### src/rtl/text_fetch_sequencer.sv
// text_fetch_sequencer: fetches character codes and glyph bytes per scan line and shifts out one pixel per clock.
// Optional blinking underline cursor is enabled by defining CURSOR_EN.
module text_fetch_sequencer #(
  parameter int COLS      = 80,
  parameter int ROWS      = 30,
  parameter int CHAR_AW   = 13,
  parameter int FONT_AW   = 12,
  parameter int BASE_ADDR = 0
) (
  input  logic               clk,
  input  logic               rst,
  input  logic               line_start,
  input  logic [8:0]         line_num,
  input  logic               de,
  output logic [CHAR_AW-1:0] addrRChar,
  input  logic [7:0]         dataChar,
  output logic [FONT_AW-1:0] addrRFont,
  input  logic [7:0]         dataFont,
  output logic               pixel_o,
  output logic               pixel_de_o,
  output logic               underrun_o
`ifdef CURSOR_EN
  ,
  input  logic               frame_start,
  input  logic [6:0]         cursor_col,
  input  logic [4:0]         cursor_row,
  input  logic               cursor_on
`endif
);
  typedef enum logic [2:0] {IDLE, FETCH_CHAR, FETCH_FONT, CAPTURE, HOLD, DONE} state_t;
  state_t state_q;
  logic [3:0]         glyph_row_q;
  logic [CHAR_AW-1:0] row_base_q;
  logic [6:0]         col_q;
  logic [2:0]         bit_q;
  logic [7:0]         shift_q, pref_q;
  logic               pref_valid_q, first_q;
  logic [FONT_AW-1:0] font_q;
  logic               active, load;
  logic [7:0]         load_byte;
`ifdef CURSOR_EN
  logic [4:0] text_row_q, frame_q;
  logic [6:0] load_idx_q;
  logic       cursor_hit;
  assign cursor_hit = cursor_on & frame_q[4] & (glyph_row_q >= 4'd14) &
                      (text_row_q == cursor_row) & (load_idx_q == cursor_col);
  assign load_byte  = cursor_hit ? 8'hFF : (pref_valid_q ? pref_q : 8'h00);
`else
  assign load_byte  = pref_valid_q ? pref_q : 8'h00;
`endif
  // Loads may land in any fetch state; DONE/IDLE never load so a finished line stays blank.
  assign active    = (state_q == FETCH_CHAR) | (state_q == FETCH_FONT) | (state_q == CAPTURE) | (state_q == HOLD);
  assign load      = active & de & (first_q | (bit_q == 3'd7));
  // The font address follows the character data combinationally so the glyph arrives in CAPTURE.
  assign addrRFont = (state_q == FETCH_FONT) ? FONT_AW'({dataChar, glyph_row_q}) : font_q;
  always_ff @(posedge clk or posedge rst) begin
    if (rst) begin
      state_q      <= IDLE;
      glyph_row_q  <= '0;
      row_base_q   <= '0;
      col_q        <= '0;
      bit_q        <= '0;
      shift_q      <= '0;
      pref_q       <= '0;
      pref_valid_q <= 1'b0;
      first_q      <= 1'b0;
      font_q       <= '0;
      addrRChar    <= '0;
      pixel_o      <= 1'b0;
      pixel_de_o   <= 1'b0;
      underrun_o   <= 1'b0;
`ifdef CURSOR_EN
      text_row_q   <= '0;
      frame_q      <= '0;
      load_idx_q   <= '0;
`endif
    end else begin
      pixel_de_o <= de;
      font_q     <= addrRFont;
`ifdef CURSOR_EN
      if (frame_start) frame_q <= frame_q + 5'd1;
`endif
      if (line_start) begin
        glyph_row_q  <= line_num[3:0];
        row_base_q   <= CHAR_AW'(int'(line_num[8:4]) * COLS);
        col_q        <= '0;
        bit_q        <= '0;
        shift_q      <= '0;
        pref_valid_q <= 1'b0;
        pixel_o      <= 1'b0;
        first_q      <= int'(line_num[8:4]) < ROWS;
        state_q      <= int'(line_num[8:4]) < ROWS ? FETCH_CHAR : IDLE;
        if (int'(line_num[8:4]) < ROWS) addrRChar <= CHAR_AW'(BASE_ADDR + int'(line_num[8:4]) * COLS);
`ifdef CURSOR_EN
        text_row_q   <= line_num[8:4];
        load_idx_q   <= '0;
`endif
      end else begin
        if (load) begin
          pixel_o      <= load_byte[7];
          shift_q      <= {load_byte[6:0], 1'b0};
          bit_q        <= '0;
          pref_valid_q <= 1'b0;
          first_q      <= 1'b0;
          underrun_o   <= underrun_o | ~pref_valid_q;
`ifdef CURSOR_EN
          load_idx_q   <= load_idx_q + 7'd1;
`endif
        end else if (de) begin
          pixel_o <= shift_q[7];
          shift_q <= {shift_q[6:0], 1'b0};
          bit_q   <= bit_q + 3'd1;
        end else begin
          pixel_o <= 1'b0;
        end
        case (state_q)
          FETCH_CHAR: state_q <= FETCH_FONT;
          FETCH_FONT: state_q <= CAPTURE;
          CAPTURE: begin
            pref_q       <= dataFont;
            pref_valid_q <= 1'b1;
            col_q        <= col_q + 7'd1;
            state_q      <= HOLD;
          end
          HOLD: if (load) begin
            state_q <= (int'(col_q) < COLS) ? FETCH_CHAR : DONE;
            if (int'(col_q) < COLS) addrRChar <= CHAR_AW'(BASE_ADDR) + row_base_q + CHAR_AW'(col_q);
          end
          default: ;
        endcase
      end
    end
  end
endmodule

### config.mk
export PLATFORM = sky130hd
export DESIGN_NAME = text_fetch_sequencer
export DESIGN_NICKNAME = d
export VERILOG_FILES = /design/src/rtl/text_fetch_sequencer.sv
export SDC_FILE = /design/constraint.sdc
export NUM_CORES = 1
export LEC_CHECK = 0
export CAP_MARGIN = 15
export CORE_ASPECT_RATIO = 1.2
export CORE_UTILIZATION = 30
export DETAILED_ROUTE_END_ITERATION = 12
export GPL_ROUTABILITY_DRIVEN = 0
export PLACE_DENSITY = 0.54
export SKIP_LAST_GASP = 1
export SLEW_MARGIN = 0
export SYNTH_ARGS = -nofsm -noshare
export SYNTH_HDL_FRONTEND = slang
export SYNTH_SLANG_ARGS = --single-unit
### constraint.sdc
create_clock -name clk -period 2.75 [get_ports clk]
set_input_delay 0.55 -clock clk [delete_from_list [all_inputs] [get_ports clk]]
set_output_delay 0.55 -clock clk [all_outputs]
set_load 0.03 [all_outputs]
==> results.md <==
- RSZ-0062 raised after global routing: false
- Clock transition at path regs: 0.06 ns
- # DRC: 0
- Hold WS: 0.476 ns
- Max-slew headroom: 0.632
- Worst reg2reg startpoint: bit_q[0]$_DFFE_PP0P_
- # placed instances: 492
- Synth warn: 0
- CP Capture Type: output port
- Endpoint of the worst setup timing path: addrRFont[3]
- TritonCTS clock tree: yes
- First-pass GRT wire length: 12,700 um
- Clk sinks: 70
- Worst reg2reg path depth: 6
- Vias per std cell: 5.03
- Synth Register Bits: 70
- Worst-Skew Late Latency: 0.33 ns
- Share of cells above drive strength 1: 0.154
- Tcrit/Tclk final: 0.925
- Nets: 414
- DP Worst Slack: 0.0905 ns
- FP Rows: 42
- Ports: 57
- Root Buffer: clkbuf_16
- Max-slew violations: 0
- Switching Share: 0.301
- RR Endpoint: addrRChar[11]$_DFFE_PP0P_
- Final std cells w/o fill: 508
- PnR worst setup slack: 0.207 ns
- Hold Vio Cnt, Final: 0
- DIE WIDTH: 99.0 um
- Worst setup path class: flop to output port
- Net Switching: 1020 uW
- Max cap viols: 0
- Maximum level of the CTS H-tree: 3
- Post-route ant nets: 0
- Synth Net Count: 356
- Sequential share of the synthesized area: 0.517
- Worst-path fanout max: 13
- Shortest period the worst path allows: 2.54 ns
- Synth Area per Inst: 10.8 um^2
- Antenna cells: 0
- Vias in the first global route: 2,565
- Number of buffers created by CTS: 9
- Sequential fraction of design power: 0.393
- Clock buffer depth: 2
- Worst min path class: primary input to async pin
- Number of setup violations in the final report: 0
- Initial antenna violation count: 0
- Clock power frac: 0.357
- Post-route clock skew: 0.00806 ns
- WL per Instance: 14.6 um
- Cells after Synth: 313
- Most frequent cells in the layout: dfrtp_1, clkdlybuf4s50_1, mux2_2
- Int Pwr: 2380 uW
- Post-CTS setup repair buffer count: 0
- Largest net degree at the start of global routing: 48
- Via count: 2,554
- FMAX: 393 MHz
- Slew @ Worst Pin: 0.548 ns
- Synth Flop Type: dfrtp_1
- Core area: 11,000 um^2
- Pwr per Cell Area: 772 nW/um^2
- Status: finished, final reports clean
- Area growth, synth to finish: 30.0%
- Comb pwr share: 0.250
- Data arrival, critical path: 1.99 ns
- Post-synth EDFFs: 0
- Peak VDD IR: 0.441 mV
- Synthesized area: 3390 um^2
- Worst Path Required: 2.20 ns
- 1st-pass router iterations: 5
- Post-synthesis async set-or-reset flop share: 1.00
- GRT Resource Usage Total: 0.140
- Detailed Place HPWL: 5290 um
- Fillers: 1,089
- Worst Setup SP: state_q[0]$_DFFE_PP0P_
- Starting Density: 0.307
- Initial DRC Count: 133
- P_leak: 0.00188 uW
- Leading cell type in the layout, fill and taps excluded: dfrtp_1
- Port bufs: 56
- FF-to-FF setup slack: 0.66 ns
- Die Area: 11,700 um^2
- Setup TNS: 0 ns
- Routed wire length: 7430 um
- Total gr overflow: 0
- Startpoint Class: flop
- Synth unique cells: 49
- Chip height: 118 um
## worst max-delay path: stages (launching register included)
cell and delay [ns]:
dfrtp_1 0.44, inv_1 0.12, and3_1 0.16, buf_4 0.22, mux2_2 0.37, dlygate4sd2_1 0.36
## sequential cells by signal, summed over array words and instances, names as in the netlist, 3 cells and up
| name | flops |
|---|---|
| glyph_row_q | 4 |
| pref_q | 8 |
| row_base_q | 8 |
| col_q | 7 |
| font_q | 12 |
| addrRChar | 13 |
| shift_q | 7 |
| bit_q | 3 |
| state_q | 3 |
## final cells by class
class	instances	area, um^2	area share
Sequential cell	70	1750	0.398
Multi-Input combinational cell	207	1470	0.334
Timing Repair Buffer	65	626	0.142
Clock buffer	12	267	0.0605
Tap cell	132	165	0.0375
Inverter	18	67.6	0.0153
Clock inverter	4	53.8	0.0122
## power groups by stage
stage	clock network [uW]	logic, uW	registers [uW]
after floorplan	0	561	1360
after global placement	0	919	1350
after detailed placement	0	930	1360
after CTS	1250	866	1340
after global routing	1290	923	1370
final	1220	849	1330
## repair_timing
item / in CTS / in global routing
setup endpoints to repair: 12 / 0
resized for setup: 12 / 0
hold buffers: 0 / 0
## how the worst min path moves through the flow
stage / cells after the start / from / to / slack, ns
floorplan: 2 / pref_q[0]$_DFFE_PP0P_ / shift_q[1]$_DFFE_PP0P_ / 0.46
global placement: 1 / font_q[8]$_DFF_PP0_ / font_q[8]$_DFF_PP0_ / 0.48
detailed placement: 1 / font_q[7]$_DFF_PP0_ / font_q[7]$_DFF_PP0_ / 0.49
CTS: 2 / rst / font_q[8]$_DFF_PP0_ / 0.48
global route: 2 / rst / font_q[8]$_DFF_PP0_ / 0.51
finish: 2 / rst / font_q[8]$_DFF_PP0_ / 0.48
## synth_stat cells (all sizes together) (4+ instances only)
master,number,area (um^2)
ha,12,150
nand2,18,67.6
nor2b,8,50.1
xnor2,5,43.8
nand4,7,43.8
nor2,16,60.1
nor3,4,20.0
clkbuf,10,37.5
inv,18,67.6
dfrtp,70,1750
a21oi,18,93.8
o211ai,5,37.5
and3,4,25.0
mux2,27,304
a31oi,9,56.3
nand3,14,70.1
o21ai,22,121
buf,8,56.3
## through the flow
stage,instance area [um^2],util,power [uW]
after detailed placement,4100,0.371,2290
after floorplan,3390,-,1920
after CTS,4400,0.399,3450
after global routing,4400,0.399,3590
after global placement,4100,0.371,2270
final,4400,0.399,3400
## logic make-up after synthesis
kind of cell	synth area share
buf+inv	0.0477
compound gates	0.130
fa+ha+maj	0.0562
mux	0.0928
simple gates	0.136
flops	0.517
xor+xnor	0.0207
## layer usage
metal	vias up	global-route usage	routed length (um)
met2	53	0.220	3600
met1	1262	0.182	3360
met3	11	0.0325	314
met4	0	0.0606	152
li1	1228	-	-
met5	-	0	0
Note: power is estimated with default switching activity, not from simulation.
